<file path="config.mk">
export PLATFORM = sky130hd
export DESIGN_NAME = ora_err_log_flat
export DESIGN_NICKNAME = d
export VERILOG_FILES = /design/src/rtl/ora_err_log_pkg.sv /design/src/rtl/ora_err_log_if.sv /design/src/rtl/ora_err_log_sat_counter.sv /design/src/rtl/ora_err_log.sv /design/src/flat_wrapper.sv
export SDC_FILE = /design/constraint.sdc
export NUM_CORES = 1
export LEC_CHECK = 0
export CORE_UTILIZATION = 25
export CTS_CLUSTER_DIAMETER = 30
export CTS_CLUSTER_SIZE = 40
export DETAILED_ROUTE_END_ITERATION = 7
export HOLD_SLACK_MARGIN = 0.15
export PLACE_DENSITY = 0.43
export SLEW_MARGIN = 20
export SYNTH_ARGS = -nofsm -noshare
export SYNTH_HDL_FRONTEND = slang
export SYNTH_SLANG_ARGS = --single-unit
</file>
<file path="constraint.sdc">
create_clock -name clk -period 2.3 [get_ports clk]
set_clock_uncertainty 0.1 [all_clocks]
set_input_delay 0.46 -clock clk [delete_from_list [all_inputs] [get_ports clk]]
set_output_delay 0.46 -clock clk [all_outputs]
set_load 0.05 [all_outputs]
</file>
<file path="src/rtl/ora_err_log_pkg.sv">
// Shared LBIST definitions for the ORA response loggers.
//   state_t     : logger FSM encoding (IDLE, WAIT, COLLECT, DONE)
//   sat_max()   : all-ones value for a saturating counter of a given width
//   idx_width() : width needed to index n items (never less than 1)
package ora_err_log_pkg;

  typedef enum logic [1:0] {
    IDLE    = 2'd0,
    WAIT    = 2'd1,
    COLLECT = 2'd2,
    DONE    = 2'd3
  } state_t;

  function automatic logic [31:0] sat_max(input int unsigned bits);
    if (bits >= 32) return 32'hFFFF_FFFF;
    return (32'd1 << bits) - 32'd1;
  endfunction

  function automatic int idx_width(input int n);
    return (n > 1) ? $clog2(n) : 1;
  endfunction

endpackage

</file>
<file path="src/rtl/ora_err_log_if.sv">
// Bundle between the BIST controller/comparator side and the error logger.
//   master : drives start, abort, res; observes the results
//   slave  : the logger; drives busy, done, pass, err_cnt, first_err,
//            first_err_vld and the dbg_state FSM view
// Control semantics: start is a single-cycle request, honoured only when the
// logger is not busy and abort is low on the same edge. abort cancels a
// session in progress and wins over both start and a same-edge res sample.
// res is sampled once per edge while collecting; there is no back-pressure.
interface ora_err_log_if #(
  parameter int CNT_BITS = 8,
  parameter int IDX_BITS = 4
);
  import ora_err_log_pkg::*;

  logic                start;
  logic                abort;
  logic                res;
  logic                busy;
  logic                done;
  logic                pass;
  logic [CNT_BITS-1:0] err_cnt;
  logic [IDX_BITS-1:0] first_err;
  logic                first_err_vld;
  state_t              dbg_state;

  modport master (
    output start, abort, res,
    input  busy, done, pass, err_cnt, first_err, first_err_vld, dbg_state
  );

  modport slave (
    input  start, abort, res,
    output busy, done, pass, err_cnt, first_err, first_err_vld, dbg_state
  );

endinterface

</file>
<file path="src/rtl/ora_err_log_sat_counter.sv">
// Saturating up-counter, reusable across the ORA logger variants.
//   clk, rst : clock, asynchronous active-high reset
//   clear    : synchronous clear (wins over inc)
//   inc      : add one unless already at the all-ones value
//   count    : registered count
module sat_counter
  import ora_err_log_pkg::*;
#(
  parameter int WIDTH = 8
) (
  input  logic             clk,
  input  logic             rst,
  input  logic             clear,
  input  logic             inc,
  output logic [WIDTH-1:0] count
);

  localparam logic [WIDTH-1:0] MAX = WIDTH'(sat_max(WIDTH));

  always_ff @(posedge clk or posedge rst) begin
    if (rst) begin
      count <= '0;
    end else if (clear) begin
      count <= '0;
    end else if (inc && (count != MAX)) begin
      count <= count + 1'b1;
    end
  end

endmodule

</file>
<file path="src/rtl/ora_err_log.sv">
// Response logger downstream of the ORA #2 comparator. Each session waits
// COMP_LAT edges for the comparator pipeline, then samples res for PAT_COUNT
// patterns, counting mismatches (saturating) and latching the first failing
// pattern index. done/pass report the verdict to the BIST controller.
//   clk, rst : clock, asynchronous active-high reset
//   bus      : ora_err_log_if slave (start/abort/res in, results out)
module ora_err_log
  import ora_err_log_pkg::*;
#(
  parameter int PAT_COUNT = 16,
  parameter int COMP_LAT  = 1,
  parameter int CNT_BITS  = 8
) (
  input logic         clk,
  input logic         rst,
  ora_err_log_if.slave bus
);

  localparam int IDX_BITS = idx_width(PAT_COUNT);
  localparam int LAT_BITS = idx_width(COMP_LAT);
  localparam logic [IDX_BITS-1:0] PAT_LAST = IDX_BITS'(PAT_COUNT - 1);
  // Only consulted in WAIT, which is unreachable when COMP_LAT is 0.
  localparam logic [LAT_BITS-1:0] LAT_LAST = LAT_BITS'((COMP_LAT > 0) ? COMP_LAT - 1 : 0);

  state_t              state;
  logic [LAT_BITS-1:0] lat_cnt;
  logic [IDX_BITS-1:0] pat_idx;
  logic [IDX_BITS-1:0] first_err;
  logic                first_vld;
  logic [CNT_BITS-1:0] err_cnt;
  logic                accept;
  logic                sample;

  // abort suppresses both a new session and the sample on its own edge.
  assign accept = ((state == IDLE) || (state == DONE)) && bus.start && !bus.abort;
  assign sample = (state == COLLECT) && !bus.abort;

  sat_counter #(.WIDTH(CNT_BITS)) u_err_cnt (
    .clk   (clk),
    .rst   (rst),
    .clear (accept),
    .inc   (sample && bus.res),
    .count (err_cnt)
  );

  always_ff @(posedge clk or posedge rst) begin
    if (rst) begin
      state     <= IDLE;
      lat_cnt   <= '0;
      pat_idx   <= '0;
      first_err <= '0;
      first_vld <= 1'b0;
    end else begin
      case (state)
        IDLE, DONE: begin
          if (accept) begin
            first_err <= '0;
            first_vld <= 1'b0;
            lat_cnt   <= '0;
            pat_idx   <= '0;
            state     <= (COMP_LAT > 0) ? WAIT : COLLECT;
          end
        end
        WAIT: begin
          if (bus.abort) begin
            state <= IDLE;
          end else begin
            lat_cnt <= lat_cnt + 1'b1;
            if (lat_cnt == LAT_LAST) state <= COLLECT;
          end
        end
        COLLECT: begin
          if (bus.abort) begin
            state <= IDLE;
          end else begin
            if (bus.res && !first_vld) begin
              first_err <= pat_idx;
              first_vld <= 1'b1;
            end
            if (pat_idx == PAT_LAST) state <= DONE;
            else                     pat_idx <= pat_idx + 1'b1;
          end
        end
        default: state <= IDLE;
      endcase
    end
  end

  // Outputs are decoded from registers only; the final err_cnt update and
  // the DONE transition land on the same edge.
  assign bus.busy          = (state == WAIT) || (state == COLLECT);
  assign bus.done          = (state == DONE);
  assign bus.pass          = (state == DONE) && (err_cnt == '0);
  assign bus.err_cnt       = err_cnt;
  assign bus.first_err     = first_err;
  assign bus.first_err_vld = first_vld;
  assign bus.dbg_state     = state;

endmodule

</file>
<file path="src/flat_wrapper.sv">
// flat-port wrapper written by rule: the top's interface ports become plain ports
module ora_err_log_flat import ora_err_log_pkg::*;
#(
  parameter int PAT_COUNT = 16,
  parameter int COMP_LAT  = 1,
  parameter int CNT_BITS  = 8
)
  (clk, rst, bus_start, bus_abort, bus_res, bus_busy, bus_done, bus_pass, bus_err_cnt, bus_first_err, bus_first_err_vld, bus_dbg_state);
  ora_err_log_if #(.CNT_BITS(CNT_BITS), .IDX_BITS(4)) bus_i ();
  input logic clk;
  input logic rst;
  input wire logic [$bits(bus_i.start)-1:0] bus_start;
  input wire logic [$bits(bus_i.abort)-1:0] bus_abort;
  input wire logic [$bits(bus_i.res)-1:0] bus_res;
  output wire logic [$bits(bus_i.busy)-1:0] bus_busy;
  output wire logic [$bits(bus_i.done)-1:0] bus_done;
  output wire logic [$bits(bus_i.pass)-1:0] bus_pass;
  output wire logic [$bits(bus_i.err_cnt)-1:0] bus_err_cnt;
  output wire logic [$bits(bus_i.first_err)-1:0] bus_first_err;
  output wire logic [$bits(bus_i.first_err_vld)-1:0] bus_first_err_vld;
  output wire logic [$bits(bus_i.dbg_state)-1:0] bus_dbg_state;
  assign bus_i.start = bus_start;
  assign bus_i.abort = bus_abort;
  assign bus_i.res = bus_res;
  assign bus_busy = bus_i.busy;
  assign bus_done = bus_i.done;
  assign bus_pass = bus_i.pass;
  assign bus_err_cnt = bus_i.err_cnt;
  assign bus_first_err = bus_i.first_err;
  assign bus_first_err_vld = bus_i.first_err_vld;
  assign bus_dbg_state = bus_i.dbg_state;
  ora_err_log #(.PAT_COUNT(PAT_COUNT), .COMP_LAT(COMP_LAT), .CNT_BITS(CNT_BITS)) u_core (.clk(clk), .rst(rst), .bus(bus_i));
endmodule
</file>
Yosys cells after proc, flatten, opt, wreduce, memory -nomap -nowiden

Cells that the tools add are included.
W data, S select, Z words.

Add/sub/neg operators: 3
Eq/ne operators: 12
Multiplexer cells: 21
Reductions and logical operators: 21

Operators by type and width:

| cell                  | count |
|---|---|
| $mux W4               | 5 |
| $mux W8               | 2 |
| $pmux W4 S2           | 2 |
| $mux W2               | 5 |
| $add A8 B1 Y8 const B | 1 |
| $logic_not A8 Y1      | 1 |
| $ne A8 B8 Y1 const B  | 1 |
| $reduce_and A4 Y1     | 2 |
| $logic_and A1 B1 Y1   | 7 |
| $ne A2 B2 Y1 const B  | 3 |
| $pmux W2 S3           | 1 |
| $reduce_and A3 Y1     | 2 |
| $reduce_bool A2 Y1    | 3 |
| $add A4 B1 Y4 const B | 1 |
| $eq A2 B2 Y1 const B  | 2 |
| $eq A4 B4 Y1 const B  | 1 |
| $mux W1               | 4 |
| $ne A2 B1 Y1 const B  | 2 |
| $pmux W1 S2           | 2 |
| $ne A3 B2 Y1 const B  | 1 |
| $ne A3 B3 Y1 const B  | 1 |
| $eq A2 B1 Y1 const B  | 1 |
| $logic_not A1 Y1      | 2 |
| $logic_not A2 Y1      | 1 |
| 3 further kinds       | 4 |

Flip-flop bits (word level): 20
Bits of input ports: 5

Depth between registers and ports, before layout

Gate-level depths: netlist of the first run.

Depth in word-level cells: 6
Mapped depth: 7

Modules after synthesis

From an unflattened synthesis of the first run, not the netlist that was laid out.

Cells, all modules: 122
Area total of the unflattened synthesis: 1,232.4 um2

Modules (own cells, without submodules):

| module      | times used | cells an instance | area an instance (um2) |
|---|---|---|---|
| ora_err_log | 1          | 73                | 728.2 |
| sat_counter | 1          | 49                | 504.2 |

Worst setup path after synthesis of the first run

Ideal clock, no wire load.

Path kind: register -> output
Start: register u_core.state[0] (netlist: u_core.bus.dbg_state[0])
End: output bus_pass
Data arrival time: 2.842 ns
Data required time: 1.740 ns
Path slack: -1.102 ns
Stages on the path, launching flop included: 4
Path buffers: 0
Path through: dfrtp_1 > ha_1 > nand2_1 > nor4_1

Cells in the longest elaborated chain, start to end: 2

Ends and longest elaborated chain:

| what                     | line               | RTL |
|---|---|---|
| start: declaration       | ora_err_log.sv:25  | `state_t state;` |
| start signal: assignment | ora_err_log.sv:61  | `state <= (COMP_LAT > 0) ? WAIT : COLLECT;` |
| $eq A2 B2 Y1             | n/a                |  |
| via bus_done             | flat_wrapper.sv:16 | `output wire logic [$bits(bus_i.done)-1:0] bus_done;` |
| $logic_and A1 B1 Y1      | ora_err_log.sv:93  | `assign bus.pass = (state == DONE) && (err_cnt == '0);` |
| end: declaration         | flat_wrapper.sv:17 | `output wire logic [$bits(bus_i.pass)-1:0] bus_pass;` |

The timed path passes the listed nets, and every way through them passes these cells.

Worst setup path after layout of the first run

Start: register u_core.u_err_cnt.count[4]
End: output bus_pass

Cells in the longest elaborated chain, start to end: 2

Ends and longest elaborated chain:

| what                     | line                          | RTL |
|---|---|---|
| start: declaration       | ora_err_log_sat_counter.sv:15 | `output logic [WIDTH-1:0] count` |
| start signal: assignment | ora_err_log_sat_counter.sv:26 | `count <= count + 1'b1;` |
| $logic_not A8 Y1         | ora_err_log.sv:93             |  |
| $logic_and A1 B1 Y1      | ora_err_log.sv:93             |  |

No other way between the ends.

==> impl_results.md, run 1 <==
* Post-synthesis mux area share at 9.028%
* Antenna cells at 0
* CP max stage cell: or4_4
* Root Buffer: clkbuf_8
* Met2 usage at 19.14%
* Fill cells at 485
* Largest family of logic cells by synthesized area: simple AND/OR/NAND/NOR gates
* Initial antenna violation count at 0
* Slew headroom at 65.70%
* RSZ-0062 raised after global routing: no
* Critical Path AT at 1.63 ns
* Achievable Freq at 455.7 MHz
* Max-Cap Viols at 0
* Clock latency on the worst-skew pair at 0.26 ns
* Clk buf depth at 2
* Complex-gate fraction of the synthesized area at 17.66%
* Top post-synthesis cells by area: dfrtp_1 (40%), ha_1 (6.0%), mux2i_1 (5.6%), a211oi_1 (4.8%), inv_1 (3.9%)
* CTS tree: done
* Post-route clock period utilization at 95.41%
* Die Width at 73.03 µm
* Final Wtd Congestion at 0.8086
* Critical path data required time at 1.74 ns
* Routed vias at 1081
* R2r setup slk at 0.29 ns
* Row cnt at 25
* Yosys warning total at 0
* Final Max Tran Viols at 0
* Asr flop ratio synth at 100.0%
* Post-synthesis cell area at 1261 µm²
* Ports at 23
* Distinct cells, synth at 42
* Routed Antenna Nets at 0
* Clock Pin Slew Worst Setup and Hold Paths at 0.08 ns
* Layout cells sized above 1 at 16.03%
* Top cell type by total area after synthesis: dfrtp_1
* Final net count at 168
* Power Density at 942.1 nW/µm²
* Mapped Nets at 141
* CTS sink count at 20
* Starting Density at 26.35%
* Yosys reg bits at 20
* CTS Buf Count at 3
* M1 GR Usage at 16.17%
* Core area at 4786 µm²
* Sequential share of the synthesized area at 39.68%
* Setup crit end kind: primary output
* First-pass GRT wire length at 4.816 mm
* Post-DP HPWL at 2.221 mm
* CP Max Fanout at 9
* Util after Layout at 35.56%
* Worst slew pin tran at 0.5129 ns
* Area Overhead vs Synth at 34.92%
* IO Port Bufs at 22
* Status: completed
* EDFF count, synth at 0
* Global route overflow at 0
* Avg Cell Area, Syn at 9.702 µm²
* Vias in the first global route at 1026
* # H-tree levels at 1
* Pleak at 0.7175 nW
* Tmin final at 2.194 ns
* WL final at 2.954 mm
* Leading cell type in the layout, fill and taps excluded: clkdlybuf4s50_1
* HP Class: reg2reg
* Synth Area in XOR/XNOR at 0%
* Post-Synth Adder-Cell Area at 5.952%
* Gr usage total at 11.93%
* DRC at 0
* Post-Synthesis Cells at 130
* Final Hold Viols at 0
* Met3 Use GR at 2.072%
* Crit Path Class: reg2out
* First-pass DRT Iterations at 4
* Setup violations, final at 0
* Maximum VDD drop at 0.0006732 V
* Simple-gate share of the synthesized area at 21.63%
* CP startpoint kind: register
* Average vias per placed instance at 4.848
* Top cell type's share of synthesized area at 39.68%
* Leading cell types in the layout, fill and taps excluded: clkdlybuf4s50_1 (18), dfrtp_1 (15), inv_1 (13), nand2_1 (13), a211oi_1 (8)
* Largest net degree at the start of global routing at 16
* GRT Max-Usage Layer: met2
* Top FF cell, synth: dfrtp_1
* Routed len/inst at 13.25 µm
* Die Area at 5333 µm²
* Worst path max stage delay at 0.54 ns
* Die Y at 73.03 µm
* Crit-path cells: or4_4 -> nor4_4 -> buf_12
* Setup_tns at 0 ns
* Iter 0 DRT Violations at 53
metrics by stage:
step | setup slack, ns | total power, mW | instance area [µm²] | cells | hold slack (ns)
4_1_cts | 0.01547 | 1.632 | 1699 | 223 | 0.3787
2_1_floorplan | 0.01513 | 1.016 | 1289 | 130 | 0.3235
5_1_grt | 0.03838 | 1.711 | 1702 | 223 | 0.3952
3_3_place_gp | 0.1536 | 1.252 | 1620 | 218 | 0.3681
3_5_place_dp | 0.1091 | 1.258 | 1620 | 218 | 0.3658
6_report | 0.1056 | 1.603 | 1702 | 223 | 0.3687
cells by family after synthesis:
logic type                 after synthesis
adders and majority gates                6
buffers and inverters                   19
DFF                                     20
and+or+nand+nor                         47
muxes                                   10
AOI/OAI and AO/OA                       28
final timing paths:
| kind | startpoint | endpoint | cells after the start |
|---|---|---|---|
| worst min register to register | u_core.lat_cnt | u_core.lat_cnt | 1 |
| max in group asynchronous | rst | u_core.pat_idx[0] | 3 |
| worst max-delay path | u_core.u_err_cnt.count[4] | bus_pass | 3 |
| min in group asynchronous | rst | u_core.u_err_cnt.count[5] | 2 |
| worst min-delay path | u_core.lat_cnt | u_core.lat_cnt | 1 |
| worst max register to register | u_core.bus.dbg_state[0] | u_core.bus.first_err[0] | 5 |
registers in the layout (all words and copies together) (netlist names):
name and cells:
u_core.bus.dbg_state 2, u_core.bus.first_err 4, u_core.u_err_cnt.count 8, u_core.bus.first_err_vld 1, u_core.pat_idx 4, u_core.lat_cnt 1
synthesized netlist by cell type (3+ instances only):
library cell and n:
clkbuf_1 3, ha_1 6, nand3_1 3, nand2_1 13, mux2i_1 7, a211oi_1 8
nor4_1 3, inv_1 13, and3_1 6, dfrtp_1 20, nand2b_1 4
power by group:
part / switching (mW) / total [mW] / internal [mW]
registers: 0.0550 / 0.463 / 0.408
logic: 0.461 / 0.781 / 0.320
clock network: 0.127 / 0.359 / 0.232
critical path: cells and delay by family (launching register included):
family / cells / cell delay, ns
flops: 1 / 0.47
buf+inv: 1 / 0.18
simple gates: 2 / 0.73
routing by layer:
| layer | wire length (µm) | part of all wire [%] |
|---|---|---|
| met1 | 1402 | 47 |
| met2 | 1428 | 48 |
| met3 | 103 | 3.5 |
| met4 | 19 | 0.64 |
| met5 | 0 | 0 |
layout make-up:
class / instances / area [µm²] / share of cell area, %
Multi-Input combinational cell: 91 / 705.7 / 41.47
Sequential cell: 20 / 506.7 / 29.78
Timing Repair Buffer: 28 / 285.3 / 16.76
Tap cell: 67 / 83.83 / 4.926
Inverter: 13 / 48.80 / 2.868
Clock buffer: 3 / 41.29 / 2.426
Clock inverter: 1 / 30.03 / 1.765
repair_timing:
| action | in CTS | in global routing |
|---|---|---|
| gates resized for setup | 0 | 1 |
| hold buffers | 0 | 0 |
| buffers inserted | 1 | 0 |
| setup endpoints to repair | 1 | 2 |
| pin swaps | 0 | 1 |
| cloned | 0 | 0 |
(Power assumes the default switching activity.)
==> inputs of run 2 (changes only) <==
CAP_MARGIN = 20   (was not set)
DONT_BUFFER_PORTS = 1   (was not set)
PLACE_DENSITY = 0.37   (was 0.43)
==> run 2 against run 1 <==
- flip-flop and latch count unchanged
- die area unchanged
- non-clock buffer count decreased by 10
- largest power group unchanged
- critical endpoint unchanged
==> impl_results.md, run 2 (synthesis gave the netlist of run 1 again) <==
* Status: completed
* Crit-path cells: or4_4 -> nor4_4 -> buf_12
* Layout Cells excl Fill at 213
* Top Registers: u_core.u_err_cnt.count x8, u_core.bus.first_err x4, u_core.pat_idx x4
* Number of flip-flops in the largest register at 8
* Largest net degree at the start of global routing at 17
* Slew headroom at 62.69%
* Achievable Freq at 451.0 MHz
* Clock share of power at 16.6%
* Routed len/inst at 13.75 µm
* WP depth at 3
* Crit path capture: bus_pass
* Power Density at 922.2 nW/µm²
* Ports at 23
* CP Max Fanout at 2
* Final Wtd Congestion at 0.8429
* First-pass GRT wire length at 4.961 mm
* FF-to-FF Start: u_core.bus.dbg_state[1]
* Internal at 804.3 µW
* Post-route clock period utilization at 96.40%
* Setup crit end kind: primary output
* Average vias per placed instance at 4.817
* Cells after DPL at 208
* Multi-input logic area at 705.7 µm²
* Max-Cap Viols at 0
* Core area at 4786 µm²
* RSZ-0062 raised after global routing: no
* Die Y at 73.03 µm
* Worst-case reg-to-reg path depth at 4
* Initial antenna violation count at 0
* Post-DP HPWL at 2.322 mm
* R2r setup slk at 0.36 ns
* Vias in the first global route at 1007
* Setup_tns at 0 ns
* Worst path top cell family by delay: simple AND/OR/NAND/NOR gates
* Routed Antenna Nets at 0
* Fill cells at 502
* Combinational Power Share at 50.9%
* Iter 0 DRT Violations at 46
* DRC at 0
* Leading cell type in the layout, fill and taps excluded: buf_4
* Clk buf depth at 2
* Reg area at 506.7 µm²
* Critical Path AT at 1.66 ns
* Starting Density at 26.35%
* Area Overhead vs Synth at 22.12%
* Layout cells sized above 1 at 21.92%
* CTS sink count at 20
* Antenna cells at 0
* Die Area at 5333 µm²
* Switching Fraction at 43.38%
* Top reg by flops: u_core.u_err_cnt.count
* CTS tree: done
* WL final at 2.929 mm
* Total net switching power at 616.1 µW
* Setup violations, final at 0
* Root Buffer: clkbuf_8
* HP Class: in2reg
* Worst slew pin tran at 0.5591 ns
* Die Width at 73.03 µm
* IO Port Bufs at 0
* Crit Path Class: reg2out
* Final Max Tran Viols at 0
* CP max stage cell: or4_4
* # H-tree levels at 1
* Design Power at 1.420 mW
* Post-CTS Setup Inserts at 0
* Pleak at 0.6625 nW
* Final Hold Viols at 0
* Clock Pin Slew Worst Setup and Hold Paths at 0.07 ns
* Tmin final at 2.217 ns
* Leading cell types in the layout, fill and taps excluded: buf_4 (16), dfrtp_1 (15), inv_1 (13), nand2_1 (13), a211oi_1 (8)
* RR Endpoint: u_core.bus.first_err_vld
* Worst path max stage delay at 0.54 ns
* Clock latency on the worst-skew pair at 0.26 ns
* CTS Buf Count at 3
* Routed vias at 1026
* Maximum VDD drop at 0.0006389 V
* Worst path buffer plus inverter count at 1
* Critical Path Start: u_core.u_err_cnt.count[3]
* Row cnt at 25
* Global route overflow at 0
* Critical path data required time at 1.74 ns
* CP startpoint kind: register
* First-pass DRT Iterations at 4
* Part of the power in registers at 32.5%
* Gr usage total at 12.40%
* Final net count at 158
==> run 2: cell types whose count changed in the layout (fill, tap and decap cells not counted) <==
| cell | change |
|---|---|
| dlymetal6s2s_1 | -1 |
| buf_12 | -1 |
| bufinv_16 | -1 |
| clkdlybuf4s50_1 | -18 |
| clkbuf_1 | +1 |
| dlygate4sd3_1 | +1 |
| buf_4 | +9 |
==> run 2: through the flow <==
step	cell area (µm²)	setup WS [ns]	util, %	hold slack [ns]
floorplan	1289	0.01513	-	0.3235
global placement	1485	0.3676	31.03	0.3458
detailed placement	1485	0.3598	31.03	0.3393
CTS	1540	0.06214	32.18	0.1874
global route	1540	0.02408	32.18	0.1858
finish	1540	0.08285	32.18	0.1928
==> run 2: how the worst min path moves through the flow <==
stage	end	startpoint	slack, ns	cells after the start
floorplan	u_core.bus.first_err[0]	rst	0.32	1
global placement	u_core.bus.first_err[0]	rst	0.35	1
detailed placement	u_core.pat_idx[0]	rst	0.34	1
CTS	u_core.lat_cnt	bus_abort	0.19	1
global route	u_core.lat_cnt	bus_abort	0.19	1
finish	u_core.lat_cnt	bus_abort	0.19	1
==> run 2: power groups by stage <==
stage | Combinational (mW) | Clock, mW | Sequential (mW)
floorplan | 0.434 | 0 | 0.582
global placement | 0.725 | 0 | 0.468
detailed placement | 0.729 | 0 | 0.470
CTS | 0.732 | 0.249 | 0.463
global route | 0.793 | 0.265 | 0.471
finish | 0.724 | 0.236 | 0.461
==> run 2: area by class of cell <==
cell class | count | share of cell area (%)
sequential | 20 | 32.90
multi-input combinational | 91 | 45.82
inverter | 13 | 3.168
tap | 67 | 5.443
timing repair buffer | 18 | 9.748
clock buffer | 4 | 2.924
==> run 2: per-layer routing <==
metal	vias up	track usage, %	routed length, µm
li1	510	-	-
met1	480	17.50	1430
met2	32	18.31	1280
met3	4	2.486	175
met4	0	5.229	43
met5	-	0	0
==> run 2: timing repair <==
action | CTS | global route
endpoints found under the hold margin | 13 | 0
gates resized for setup | 0 | 0
hold buffers | 1 | 0
